$ cat src/rtl/player_motion.sv
// Frame-rate player sprite motion: walk left/right with clamping, jump/fall FSM with gravity.
// Optional macro PLAYER_DEBOUNCE_EN adds a two-frame-tick debounce on each synchronized button.
module player_motion #(
  parameter int X_START   = 64,
  parameter int X_MAX     = 608,
  parameter int FLOOR_Y   = 362,
  parameter int WALK_STEP = 2,
  parameter int JUMP_V0   = 12,
  parameter int VMAX      = 12
) (
  input  logic       clk,
  input  logic       rst_l,
  input  logic       frame_tick,
  input  logic       btn_left,
  input  logic       btn_right,
  input  logic       btn_jump,
  output logic [9:0] player_x,
  output logic [9:0] player_y,
  output logic       airborne,
  output logic       facing_left
);

  typedef enum logic [1:0] {GROUND, RISE, FALL} state_t;

  localparam logic [9:0]  X_START_W = 10'(X_START);
  localparam logic [10:0] X_MAX_W   = 11'(X_MAX);
  localparam logic [10:0] FLOOR_W   = 11'(FLOOR_Y);
  localparam logic [9:0]  STEP_W    = 10'(WALK_STEP);
  localparam logic [4:0]  V0_W      = 5'(JUMP_V0);
  localparam logic [5:0]  VMAX_W    = 6'(VMAX);

  // Button bit order everywhere: {jump, right, left}.
  logic [2:0] sync1_q, sync2_q, btn_lvl;

  // NOTE: sequential state uses non-blocking assignments so every flop samples pre-edge values.
  always_ff @(posedge clk or negedge rst_l) begin
    if (!rst_l) begin
      sync1_q <= '0;
      sync2_q <= '0;
    end else begin
      sync1_q <= {btn_jump, btn_right, btn_left};
      sync2_q <= sync1_q;
    end
  end

`ifdef PLAYER_DEBOUNCE_EN
  logic [2:0] last_q, stable_q;

  // A level is accepted only when it matches the sample taken at the previous frame tick.
  assign btn_lvl = (~(sync2_q ^ last_q) & sync2_q) | ((sync2_q ^ last_q) & stable_q);

  always_ff @(posedge clk or negedge rst_l) begin
    if (!rst_l) begin
      last_q   <= '0;
      stable_q <= '0;
    end else if (frame_tick) begin
      last_q   <= sync2_q;
      stable_q <= btn_lvl;
    end
  end
`else
  assign btn_lvl = sync2_q;
`endif

  state_t      state_q, state_d;
  logic [9:0]  x_q, x_d, y_q, y_d;
  logic [4:0]  vy_q, vy_d;
  logic        face_q, face_d;
  logic        jump_prev_q, jump_prev_d;
  logic        jump_edge;
  logic [10:0] x_inc, y_fall;
  logic [5:0]  vy_inc, vn;

  always_ff @(posedge clk or negedge rst_l) begin
    if (!rst_l) begin
      state_q     <= GROUND;
      x_q         <= X_START_W;
      y_q         <= FLOOR_W[9:0];
      vy_q        <= '0;
      face_q      <= 1'b0;
      jump_prev_q <= 1'b0;
    end else begin
      state_q     <= state_d;
      x_q         <= x_d;
      y_q         <= y_d;
      vy_q        <= vy_d;
      face_q      <= face_d;
      jump_prev_q <= jump_prev_d;
    end
  end

  // NOTE: every always_comb output gets a default first so no path can infer a latch.
  always_comb begin
    state_d     = state_q;
    x_d         = x_q;
    y_d         = y_q;
    vy_d        = vy_q;
    face_d      = face_q;
    jump_prev_d = jump_prev_q;
    jump_edge   = btn_lvl[2] & ~jump_prev_q;
    x_inc       = {1'b0, x_q} + {1'b0, STEP_W};
    vy_inc      = {1'b0, vy_q} + 6'd1;
    vn          = (vy_inc > VMAX_W) ? VMAX_W : vy_inc;
    y_fall      = {1'b0, y_q} + {5'b0, vn};

    if (frame_tick) begin
      jump_prev_d = btn_lvl[2];

      if (btn_lvl[0] && !btn_lvl[1]) begin
        x_d    = (x_q < STEP_W) ? 10'd0 : x_q - STEP_W;
        face_d = 1'b1;
      end else if (btn_lvl[1] && !btn_lvl[0]) begin
        x_d    = (x_inc > X_MAX_W) ? X_MAX_W[9:0] : x_inc[9:0];
        face_d = 1'b0;
      end

      // Edges arriving in RISE/FALL simply update jump_prev and are dropped.
      unique case (state_q)
        GROUND: begin
          if (jump_edge) begin
            state_d = RISE;
            vy_d    = V0_W;
          end
        end
        RISE: begin
          y_d = y_q - {5'b0, vy_q};
          if (vy_q == 5'd1) begin
            state_d = FALL;
            vy_d    = '0;
          end else begin
            vy_d = vy_q - 5'd1;
          end
        end
        FALL: begin
          if (y_fall >= FLOOR_W) begin
            state_d = GROUND;
            y_d     = FLOOR_W[9:0];
            vy_d    = '0;
          end else begin
            y_d  = y_fall[9:0];
            vy_d = vn[4:0];
          end
        end
        default: state_d = GROUND;
      endcase
    end
  end

  assign player_x    = x_q;
  assign player_y    = y_q;
  assign airborne    = (state_q != GROUND);
  assign facing_left = face_q;

endmodule

$ cat config.mk
export PLATFORM = sky130hd
export DESIGN_NAME = player_motion
export DESIGN_NICKNAME = d
export VERILOG_FILES = /design/src/rtl/player_motion.sv
export SDC_FILE = /design/constraint.sdc
export NUM_CORES = 1
export LEC_CHECK = 0
export ABC_AREA = 1
export BUFFER_PORTS_ARGS = -buffer_cell sky130_fd_sc_hd__buf_2
export CORE_MARGIN = 5
export CORE_UTILIZATION = 55
export DETAILED_ROUTE_END_ITERATION = 10
export PLACE_DENSITY = 0.86
export SETUP_SLACK_MARGIN = 0.3
export SYNTH_ARGS = -nofsm -noshare
export SYNTH_HDL_FRONTEND = slang
export SYNTH_SLANG_ARGS = --single-unit
$ cat constraint.sdc
create_clock -name clk -period 4.1 [get_ports clk]
set_clock_uncertainty 0.15 [all_clocks]
set_input_delay 0.41 -clock clk [delete_from_list [all_inputs] [get_ports clk]]
set_output_delay 0.41 -clock clk [all_outputs]
set_load 0.02 [all_outputs]
==> impl_metrics.tcl <==
set metrics [dict create \
    hpwl_um 5060 \
    ff_latch_area_um2 858 \
    crit_buf_inv 2 \
    die_w_um 82.7 \
    nets 459 \
    dieArea_um2 6840 \
    ys_seq_area_share_pct 29.5 \
    grt_overflow_total 0 \
    insertion_delay_ns 0.29 \
    grt_antenna_before_repair 0 \
    synth_seq_cells 34 \
    reg2reg_slack_ns 0.73 \
    synthTopCellsByArea "dfrtp_1 24%, nand2_1 12%, ha_1 9.5%, inv_1 6.8%, nand3_1 5.7%" \
    syn_avg_cell_area_um2 7.23 \
    syn_to_final_growth_pct 10.8 \
    cts_sinks 34 \
    drcViolationCount 0 \
    dr_total_vias 2711 \
    synth_cell_types 44 \
    min_period_ns 3.37 \
    synth-async-reset-ratio_pct 100 \
    path_common_cell "nand2_1" \
    rows 26 \
    n_fill_cell 455 \
    cellLeakagePower_nw 1.64 \
    power_mw 2.88 \
    ctsResizeCount 0 \
    rsz0062_at_grt "no" \
    ys.flop_type "dfrtp_1" \
    startpoint_type "flop" \
    vias_per_cell 5.42 \
    hold_slack_ns 0.0545 \
    multi_input_area_um2 1790 \
    yosysTopAreaCellShare_pct 24.1 \
    drive_above_1_share_pct 17.4 \
    syn-cell-area_um2 2910 \
    die_h_um 82.7 \
    powerDensity_nw_per_um2 893 \
    required_ns 4.12 \
    pre_cts_ws_ns 0.802 \
    ir_drop_uv 362 \
    worstMarginPinSlew_ns 0.803 \
    crit_path_cell_trace "ha_1 -> nand3_1 -> nor2_1 -> nand2_1 -> nand2_1 -> o31ai_1 -> nor2_1 -> ha_1 -> inv_1 -> fa_1 -> inv_1 -> nand3_1 -> nand3b_1 -> nand2_1 -> nand2_1 -> nand3_1 -> nand2_2 -> nand2_4 -> nand2_4 -> nand2_4 -> nand2_1 -> o21ai_1" \
    start_util_pct 56.9 \
    dr.first_iter.drc_count 224 \
    synth_edf_count 0 \
    synth_cells 402 \
    dr.pass1.iters 5 \
    hp-class "in -> async" \
    critPathMaxStageDelay_ns 0.50 \
    boundaryPins 28 \
    max_slew_margin_pct 46.5 \
    grt_max_degree 35 \
    grt_pass1_wl_um 11200 \
    cts_hold_buffers 0 \
    critPathTopFamily "simple AND/OR/NAND/NOR gates" \
    drv_cap 0 \
    clkTransAtPathRegs_ns 0.08 \
    cts_tree "done" \
    wl_per_cell_um 13.3 \
    grt_pass1_vias 2543 \
    yosysTopAreaCell "dfrtp_1" \
    timing.fmax_mhz 296 \
    cts-root-buf "clkbuf_8" \
    layout_setup_ws_ns 0.727 \
    routabilityCongestion 0.885 \
    status "complete, no violations" \
    fin_tns_setup_ns 0 \
    post-cts-setup-buffer-count 0 \
    crit_path_end_kind "flop" \
    wirelength_um 6670 \
    synth_common_cells "91 x nand2_1, 53 x inv_1, 40 x nor2_1" \
    finalCritPeriodShare_pct 82.3 \
    criticalPathCategory "reg -> reg" \
    coreArea_um2 5110 \
    n_antenna_cell 0 \
    grt_util_all_layers_pct 21.3 \
    cts-htree-levels 2 \
    slowest_stage "dfrtp_1" \
    port_buffers 26 \
    ant_nets 0 \
    hold_viol 0 \
    cp.arrival_ns 3.40 \
    ys_warn_count 0 \
    cts_buffers 5 \
    finalSetupViolations 0 \
    slew_violations 0 \
    cts.path.max_buffers 2 \
    utilization_pct 63.1 \
    critPathMaxFanout 9 \
    yosysMostFrequentCell "nand2_1" \
]
==> flip-flops by register name, indices dropped and copies added, names as in the netlist <==
name / cells
facing_left: 1
jump_prev_q: 1
sync1_q: 3
btn_lvl: 3
player_x: 9
state_q: 2
player_y: 10
vy_q: 5
==> report_power, final <==
| group | internal [mW] | total [mW] | switching [mW] |
|---|---|---|---|
| Clock | 0.259 | 0.390 | 0.131 |
| Combinational | 0.653 | 1.80 | 1.15 |
| Sequential | 0.480 | 0.682 | 0.202 |
| Total | 1.39 | 2.88 | 1.48 |
==> per-stage QoR <==
step / area [um2] / cells
floorplan: 2920 / 404
global placement: 3080 / 492
detailed placement: 3080 / 492
CTS: 3220 / 500
global route: 3220 / 500
finish: 3220 / 500
==> metal layers <==
layer	share of wire [%]	vias to the layer above	routed length (um)	track usage [%]
met5	0	-	0	0
met4	1.2	0	83	5.88
met3	5.6	9	372	4.34
met2	49	78	3240	35.4
met1	45	1270	2970	28.0
li1	-	1354	-	-
==> placed cells by master, fill, tap and decap left out, types with 5 or more instances in the layout <==
cell      synthesis  routed
dfrtp_1          28      28
a21oi_1          19      19
xor2_1           15      15
nand3b_1          5       5
nor2_2            6       6
nand2_1          91      91
buf_2             2      26
inv_1            53      53
o21ai_0           9       9
nor2_1           40      40
dfstp_2           6       6
nand2_2           6       6
or2_2             5       5
nand4_1           5       5
a31oi_1           7       7
ha_1             22      22
nand3_1          33      33
clkbuf_8          0       6
==> worst paths after layout <==
check,from,to,cells past startpoint
min in group clk,btn_left,sync1_q[0],1
setup / recovery,vy_q[0],state_q[0],22
hold reg to reg,sync1_q[0],btn_lvl[0],0
hold / removal,rst_l,player_x[1],1
setup reg to reg,vy_q[0],state_q[0],22
max in group asynchronous,rst_l,btn_lvl[1],1
==> layout make-up <==
class | instances | share of cell area [%]
well taps | 70 | 2.72
clock buffers | 6 | 2.56
flip-flops and latches | 34 | 26.7
multi-input cells | 306 | 55.5
clock inverters | 2 | 1.86
repair buffers | 27 | 4.27
inverters | 55 | 6.41
==> worst register-to-register path: cells and delay by family, from the launching register on <==
family | cells | cell delay (ns)
buf+inv | 2 | 0.19
compound gates | 2 | 0.16
simple gates | 15 | 1.38
flops | 1 | 0.50
fa+ha+maj | 3 | 0.87
==> logic make-up (layout without fill, tap and decap cells) <==
kind of cell | Yosys count | after routing | share of synthesized area (%)
adders and majority gates | 24 | 24 | 10.8
AOI/OAI and AO/OA | 58 | 58 | 12.3
and+or+nand+nor | 205 | 205 | 33.1
DFF | 34 | 34 | 29.5
other | 1 | 3 | 0.129
xor gates and xnor gates | 16 | 16 | 4.82
buffers and inverters | 64 | 90 | 9.25
No activity file was read; power rests on OpenSTA's default activity.
